`config.mk`:
```
export PLATFORM = sky130hd
export DESIGN_NAME = spi_master_tx
export DESIGN_NICKNAME = d
export VERILOG_FILES = /design/src/rtl/spi_pkg.sv /design/src/rtl/spi_phase_timer.sv /design/src/rtl/spi_master_tx.sv
export SDC_FILE = /design/constraint.sdc
export NUM_CORES = 1
export LEC_CHECK = 0
export BUFFER_PORTS_ARGS = -buffer_cell sky130_fd_sc_hd__buf_2
export CAP_MARGIN = 20
export CORE_UTILIZATION = 45
export CTS_CLUSTER_DIAMETER = 200
export DETAILED_ROUTE_END_ITERATION = 7
export GPL_ROUTABILITY_DRIVEN = 0
export PLACE_DENSITY = 0.68
export SYNTH_ARGS = -nofsm -noshare
export SYNTH_HDL_FRONTEND = slang
export SYNTH_SLANG_ARGS = --single-unit
```
`constraint.sdc`:
```
create_clock -name clk -period 2 [get_ports clk]
set_clock_uncertainty 0.15 [all_clocks]
set_input_delay 0.3 -clock clk [delete_from_list [all_inputs] [get_ports clk]]
set_output_delay 0.3 -clock clk [all_outputs]
set_load 0.02 [all_outputs]
```
`src/rtl/spi_pkg.sv`:
```
// Shared SPI mode-0 definitions for the master transmitter and the slave receiver.
// Holds the FSM state encoding, clock polarity/phase constants and a counter-width helper.
package spi_pkg;

  typedef enum logic [1:0] {
    IDLE  = 2'd0,
    LOW   = 2'd1,
    HIGH  = 2'd2,
    GUARD = 2'd3
  } spi_state_t;

  localparam logic SPI_CPOL = 1'b0;
  localparam logic SPI_CPHA = 1'b0;

  function automatic int cnt_width(input int n);
    return (n < 2) ? 1 : $clog2(n);
  endfunction

endpackage

```
`src/rtl/spi_phase_timer.sv`:
```
// Half-period timer: counts 0..CLK_DIV-1 and strobes phase_end on the final count.
// Zero latency strobe from the counter register; restart holds the count at zero.
module spi_phase_timer #(
  parameter int CLK_DIV = 4
) (
  input  logic clk,
  input  logic rst,
  input  logic restart,
  output logic phase_end,
  output logic next_end
);

  localparam int CNT_W = $clog2(CLK_DIV + 1);
  localparam logic [CNT_W-1:0] LAST = CNT_W'(CLK_DIV - 1);

  logic [CNT_W-1:0] cnt;
  logic [CNT_W-1:0] cnt_nxt;

  always_comb begin
    cnt_nxt = cnt + CNT_W'(1);
    if (restart || (cnt == LAST)) begin
      cnt_nxt = '0;
    end
  end

  assign phase_end = (cnt == LAST);
  // Lets the FSM register outputs that must be high exactly in the final cycle of a phase.
  assign next_end  = (cnt_nxt == LAST);

  always_ff @(posedge clk) begin
    if (rst) begin
      cnt <= '0;
    end else begin
      cnt <= cnt_nxt;
    end
  end

endmodule

```
`src/rtl/spi_master_tx.sv`:
```
// SPI mode-0 master transmitter, MSB first; first rising sclk CLK_DIV+1 cycles after accept.
// tx_ready only in IDLE or the last sclk-high cycle of a word, so held tx_valid streams with ss low.
module spi_master_tx
  import spi_pkg::*;
#(
  parameter int DATA_W  = 8,
  parameter int CLK_DIV = 4
) (
  input  logic              clk,
  input  logic              rst,
  input  logic [DATA_W-1:0] tx_data,
  input  logic              tx_valid,
  output logic              tx_ready,
  output logic              sclk,
  output logic              mosi,
  output logic              ss,
  output logic              busy,
  output logic              done
);

  localparam int BIT_W = cnt_width(DATA_W);

  spi_state_t        state, state_nxt;
  logic [DATA_W-1:0] shift_q, shift_nxt, shift_shl;
  logic [BIT_W-1:0]  bit_cnt, bit_nxt;
  logic              sclk_nxt, mosi_nxt, ss_nxt, busy_nxt;
  logic              ready_nxt, done_nxt;
  logic              accept;
  logic              phase_end, next_end;

  spi_phase_timer #(.CLK_DIV(CLK_DIV)) u_timer (
    .clk       (clk),
    .rst       (rst),
    .restart   (state == IDLE),
    .phase_end (phase_end),
    .next_end  (next_end)
  );

  assign accept    = tx_valid && tx_ready;
  assign shift_shl = shift_q << 1;

  always_comb begin
    state_nxt = state;
    shift_nxt = shift_q;
    bit_nxt   = bit_cnt;
    sclk_nxt  = sclk;
    mosi_nxt  = mosi;
    ss_nxt    = ss;
    busy_nxt  = busy;

    case (state)
      IDLE: begin
        sclk_nxt = SPI_CPOL;
        ss_nxt   = 1'b1;
        if (accept) begin
          state_nxt = LOW;
          shift_nxt = tx_data;
          bit_nxt   = BIT_W'(DATA_W - 1);
          mosi_nxt  = tx_data[DATA_W-1];
          ss_nxt    = 1'b0;
          busy_nxt  = 1'b1;
        end
      end
      LOW: begin
        if (phase_end) begin
          state_nxt = HIGH;
          sclk_nxt  = 1'b1;
        end
      end
      HIGH: begin
        if (phase_end) begin
          sclk_nxt = 1'b0;
          if (bit_cnt != '0) begin
            state_nxt = LOW;
            bit_nxt   = bit_cnt - BIT_W'(1);
            shift_nxt = shift_shl;
            mosi_nxt  = shift_shl[DATA_W-1];
          end else if (accept) begin
            // Next word starts straight away so the receiver's framing never sees ss rise.
            state_nxt = LOW;
            shift_nxt = tx_data;
            bit_nxt   = BIT_W'(DATA_W - 1);
            mosi_nxt  = tx_data[DATA_W-1];
          end else begin
            state_nxt = GUARD;
          end
        end
      end
      GUARD: begin
        if (phase_end) begin
          state_nxt = IDLE;
          ss_nxt    = 1'b1;
          busy_nxt  = 1'b0;
          mosi_nxt  = 1'b0;
        end
      end
      default: begin
        state_nxt = IDLE;
      end
    endcase

    done_nxt  = (state_nxt == HIGH) && next_end && (bit_nxt == '0);
    ready_nxt = (state_nxt == IDLE) || done_nxt;
  end

  always_ff @(posedge clk) begin
    if (rst) begin
      state    <= IDLE;
      shift_q  <= '0;
      bit_cnt  <= '0;
      sclk     <= SPI_CPOL;
      mosi     <= 1'b0;
      ss       <= 1'b1;
      busy     <= 1'b0;
      tx_ready <= 1'b0;
      done     <= 1'b0;
    end else begin
      state    <= state_nxt;
      shift_q  <= shift_nxt;
      bit_cnt  <= bit_nxt;
      sclk     <= sclk_nxt;
      mosi     <= mosi_nxt;
      ss       <= ss_nxt;
      busy     <= busy_nxt;
      tx_ready <= ready_nxt;
      done     <= done_nxt;
    end
  end

endmodule

```
---- After elaboration in Yosys (flattened, before gate mapping) ----
Cells that the tools add are included.
word-level totals
  flip-flop bits (word level) ............. 22
  logic and storage cells ................. 67
operators by class
  eq/ne operators ......................... 10
  add/subtract/negate cells ............... 2
  multiplexer cells ....................... 27
  reduce and logical (&&, ||, !) cells .... 18
operators with widths
  cell                                                                number
  8-bit two-way mux                                                   3
  8-bit case mux with 2 select lines                                  1
  2-bit two-way mux                                                   6
  3-bit two-way mux                                                   4
  3-bit AND reduction                                                 3
  3-bit nonzero test                                                  3
  2-bit != test, second input constant                                4
  2-bit case mux with 4 select lines                                  1
  1-bit two-way mux                                                   7
  2-bit == test, second input constant                                3
  3-bit by 2-bit == test with 1-bit output, second input constant     2
  1-bit case mux with 3 select lines                                  2
  3-bit case mux with 2 select lines                                  1
  2-bit zero test                                                     2
  1-bit case mux with 2 select lines                                  2
  2-bit AND reduction                                                 2
  2-bit nonzero test                                                  2
  3-bit by 1-bit adder with 3-bit output, second input constant       1
  1-bit logical AND                                                   3
  3-bit zero test                                                     1
  3-bit by 1-bit subtractor with 3-bit output, second input constant  1
  2-bit by 1-bit == test with 1-bit output, second input constant     1
  1-bit logical OR                                                    2

---- Depth between registers and ports, before layout ----
  depth after elaboration ................. 9
  depth in mapped cells ................... 9

---- By module ----
Synthesis repeated with hierarchy kept, for this count alone.
unflattened totals
  cells, all modules ...................... 121
  area, all modules ....................... 1068.5 µm²
by module, submodules not included
  module           seq. area each (µm²)  area each (µm²)  times used  cells each
  spi_master_tx    360.3                 942.2            1           110
  spi_phase_timer  60.1                  126.4            1           11

---- Worst setup path after synthesis ----
No wires, ideal clock.
  path type ............................... reg2reg
  start ................................... register u_timer.cnt[0]
  end ..................................... register shift_q[0]
  path slack .............................. 0.154 ns
  arrival ................................. 1.561 ns
  cell stages (with the launch flop) ...... 10
  required time ........................... 1.715 ns
  period minus slack after synthesis ...... 1.846 ns
  buffers on the path ..................... 2
  library setup time ...................... 0.135 ns
  cell sequence ........................... dfxtp_1 ha_1 ha_1 buf_6 nand2b_4 and2_1 buf_6 nand3_2 mux2i_1 a211oi_2
on the way
  cells in the longest elaborated chain, start to end .. 3
ends and longest elaborated chain
  item                                      RTL line               RTL
  start: declaration                        spi_phase_timer.sv:16  logic [CNT_W-1:0] cnt;
  start signal: assignment                  spi_phase_timer.sv:34  cnt <= cnt_nxt;
  3-bit by 2-bit == test with 1-bit output  spi_phase_timer.sv:26  assign phase_end = (cnt == LAST);
  2-bit != test (no source line)            --
  2-bit AND reduction (no source line)      --
  end signal: assignment                    spi_master_tx.sv:119   shift_q <= shift_nxt;
  end: declaration                          spi_master_tx.sv:24    logic [DATA_W-1:0] shift_q, shift_nxt, shift_shl;
Every way passes these cells.
A chain may end at the register's enable or synchronous reset.

---- Worst setup path after layout ----
  start ................................... register u_timer.cnt[0]
  end ..................................... register tx_ready
on the way
  cells in the longest elaborated chain, start to end .. 7
  elaborated cells on any way between the ends .. 17
  those cells by class .................... add/sub: 1; eq/ne: 3; mux: 7; reduce/logical: 6
ends and longest elaborated chain
  item                                                                              RTL line                                      RTL
  3-bit by 2-bit == test with 1-bit output                                          spi_phase_timer.sv:21, spi_phase_timer.sv:26
  2-bit two-way mux, or another cell as far along                                   spi_master_tx.sv:90                           if (phase_end) begin
  2-bit case mux with 4 select lines / 3-bit two-way mux (equally long branches)    spi_master_tx.sv:51, spi_phase_timer.sv:21
  2-bit == test / 3-bit by 2-bit == test with 1-bit output (equally long branches)  spi_master_tx.sv:102, spi_phase_timer.sv:28
  1-bit logical AND (2 in series)                                                   spi_master_tx.sv:102                          done_nxt = (state_nxt == HIGH) && next_end && (bit_nxt == '0);
  1-bit logical OR *                                                                spi_master_tx.sv:103                          ready_nxt = (state_nxt == IDLE) || done_nxt;
  end signal: assignment                                                            spi_master_tx.sv:125                          tx_ready <= ready_nxt;
  end: declaration                                                                  spi_master_tx.sv:13                           output logic tx_ready,
Mark *: on every way between the ends. The rest lies on a longest branch, timed or not.

==> results.toml <==
[cells_and_area]
drive_gt1_share_pct = 29.3
nNetsFinal = 164
antenna_cells = 0
syn2layout_area_growth_pct = 12.0
layout_common_cells = "dfxtp_1 (21), buf_2 (16), nor2_1 (13)"
stdcell_count = 177
fin_util_pct = 52.9
final_common_cell = "dfxtp_1"

[die]
die_w_um = 53.0
start_util_pct = 47.3
die-area_mm2 = 0.00281
io_pins = 17
row_count = 18
coreArea_mm2 = 0.00248
die_h_um = 53.0

[power_and_ir_drop]
swShare_pct = 30.0
combPwrFrac_pct = 21.6
p_per_area_mw_per_mm2 = 655
power_frac_seq_pct = 54.3
intPower_w = 0.000601
p_clk_share_pct = 24.2
p_leak_nw = 0.510
ir_drop_v = 0.000358
p_sw_w = 0.000258

[clock_tree]
clk_latency_ns = 0.30
clk_path_buf_depth = 2
numClockSinks = 21
cts-htree-levels = 1
path_clk_slew_ns = 0.12
cts_made_buffers = 3
cts-root-buf = "clkbuf_4"
cts_tree = "done"
cts_hold_buf = 0

[sta]
slew_headroom_pct = 69.3
finalCritPeriodShare_pct = 94.8
fin_ws_ns = 0.103
hold_viol = 0
finalSetupTns_ns = 0
setup_viol = 0
period_minus_slack_ns = 1.90
worstMarginPinSlew_ns = 0.461
clock.fmax_ghz = 0.527
maxSlewViolCount = 0

[worst_setup_path]
crit_cells = 7
crit_family = "compound AO/OA/AOI/OAI gates"
required_ns = 2.03
max_stage_delay_ns = 0.40
worstSetupPathType = "reg -> reg"
rr_startpoint = "u_timer.cnt[0]"
crit_chain = "ha_1, ha_2, nand2_1, a2111oi_1, a211oi_1, o2111ai_1, o22ai_1"
critPathBufInv = 0
path_max_fanout = 7
crit_path_end_kind = "flip-flop"
critPathLaunchType = "flip-flop"
cp-startpoint = "u_timer.cnt[0]"
critPathArrivalTime_ns = 1.93
cp_slowest_cell = "a2111oi_1"
r2r_cells = 7

[routing]
antenna_left = 0
vias = 1031
drc = 0
drt_iter0_drc = 25
firstDrtPassIters = 4
wl_per_cell_um = 14.6
vias_per_cell = 5.82
finalWirelength_mm = 2.58

[synth]
synthCells = 128
yosysUniqueCellTypes = 44
yosysSeqAreaShare_pct = 35.9
ys_top_cells_by_area = "dfxtp_1 (36%), a211oi_2 (7.5%), ha_1 (5.3%)"
syn_area_mm2 = 0.00117
post-synth-top-area-fraction_pct = 35.9
async_reset_ff_share_pct = 0
syn-mean-instance-area_um2 = 9.15
synth_edf_count = 0
ys.flop_type = "dfxtp_1"
syn_nets = 144
synth_top_area_cell = "dfxtp_1"
synth-seq-cells = 21
yosysWarnings = 0

[global_routing]
use_met1_pct = 29.2
grt_pass1_wl_mm = 4.31
track_usage_pct = 20.8
grt_pass1_vias = 942
grt_start_max_net_pins = 21
top_usage_layer = "met2"
grt_use_met2_pct = 32.3
overflow = 0
use_met3_pct = 3.45
antenna_found_initial = 0

[min_path]
hold_depth = 3
hp-class = "in -> reg"
min_from = "tx_data[0]"

[place]
dp_slack_ns = 0.0467
dp_hpwl_mm = 1.90
post-place-cells = 173
port_buffers = 16

[flow_run]
drv_cap = 0

[outcome]
status = "complete, no violations"
-- sequential cells by signal (all words and copies together), names as in the netlist --
register / cells
shift_q: 7
bit_cnt: 3
u_timer.cnt: 3
state: 2
busy: 1
done: 1
mosi: 1
sclk: 1
ss: 1
tx_ready: 1
-- timing repair --
action                     CTS  global route
hold endpoints to repair     0             0
setup buffers                0             0
gates resized for setup      0             2
setup endpoints to repair    0             2
-- final timing paths --
path | endpoint | slack (ns)
setup / recovery | tx_ready | 0.10
hold / removal | shift_q[0] | 0.19
setup reg to reg | tx_ready | 0.10
hold reg to reg | u_timer.cnt[0] | 0.31
-- power by group through the flow --
stage	clock network (W)	logic, W	registers [W]
2_1_floorplan	0	0.000127	0.000482
3_3_place_gp	0	0.000178	0.000473
3_5_place_dp	0	0.000183	0.000476
4_1_cts	0.000218	0.000184	0.000466
5_1_grt	0.000233	0.000204	0.000470
6_report	0.000208	0.000185	0.000466
-- worst register-to-register path, delay by kind of cell, from the launching register on --
kind | cells | cell delay, ns
compound gates | 4 | 0.76
fa+ha+maj | 2 | 0.43
flops | 1 | 0.37
simple gates | 1 | 0.07
-- per-layer routing --
metal,vias up,wire length [um],share of wire (%)
met5,-,0,0
met4,0,25,0.97
met3,4,107,4.1
met2,25,1200,46
met1,492,1250,48
li1,510,-,-
-- synthesized netlist by cell type, drive strengths merged (2+ instances only) --
cell type and count:
a2111oi 2, a211oi 10, a21oi 4, a221oi 2, a2bb2oi 2, a31oi 3
and2 2, buf 7, dfxtp 21, ha 5, inv 5, nand2 8
nand2b 4, nand3 3, nand4b 2, nor2 14, nor2b 3, nor4 2
o21ai 9, o22ai 2, or3 6
-- logic make-up (layout without fill, tap and decap cells) --
kind of cell,Yosys count,in the layout,synth area share (%)
adder cells (fa/ha/maj),5,5,5.34
flip-flops,21,21,35.9
AO/OA/AOI/OAI,39,39,26.1
XOR/XNOR,1,1,0.748
AND/OR/NAND/NOR,48,48,24.4
buffers and inverters,13,32,6.73
multiplexers,1,1,0.855
-- per-stage QoR --
stage	area, um^2	power (W)	hold WS, ns
2_1_floorplan	1170	0.000609	0.232
3_3_place_gp	1280	0.000651	0.281
3_5_place_dp	1280	0.000658	0.309
4_1_cts	1310	0.000868	0.192
5_1_grt	1310	0.000907	0.177
6_report	1310	0.000859	0.188
-- area by class of cell --
type | instances | area [um^2]
Fill cell | 237 | 1170
Sequential cell | 21 | 420
Tap cell | 30 | 37.5
Multi-Input combinational cell | 94 | 676
Inverter | 5 | 18.8
Clock buffer | 4 | 26.3
Timing Repair Buffer | 23 | 133
Power figures use the tool's default switching activity.
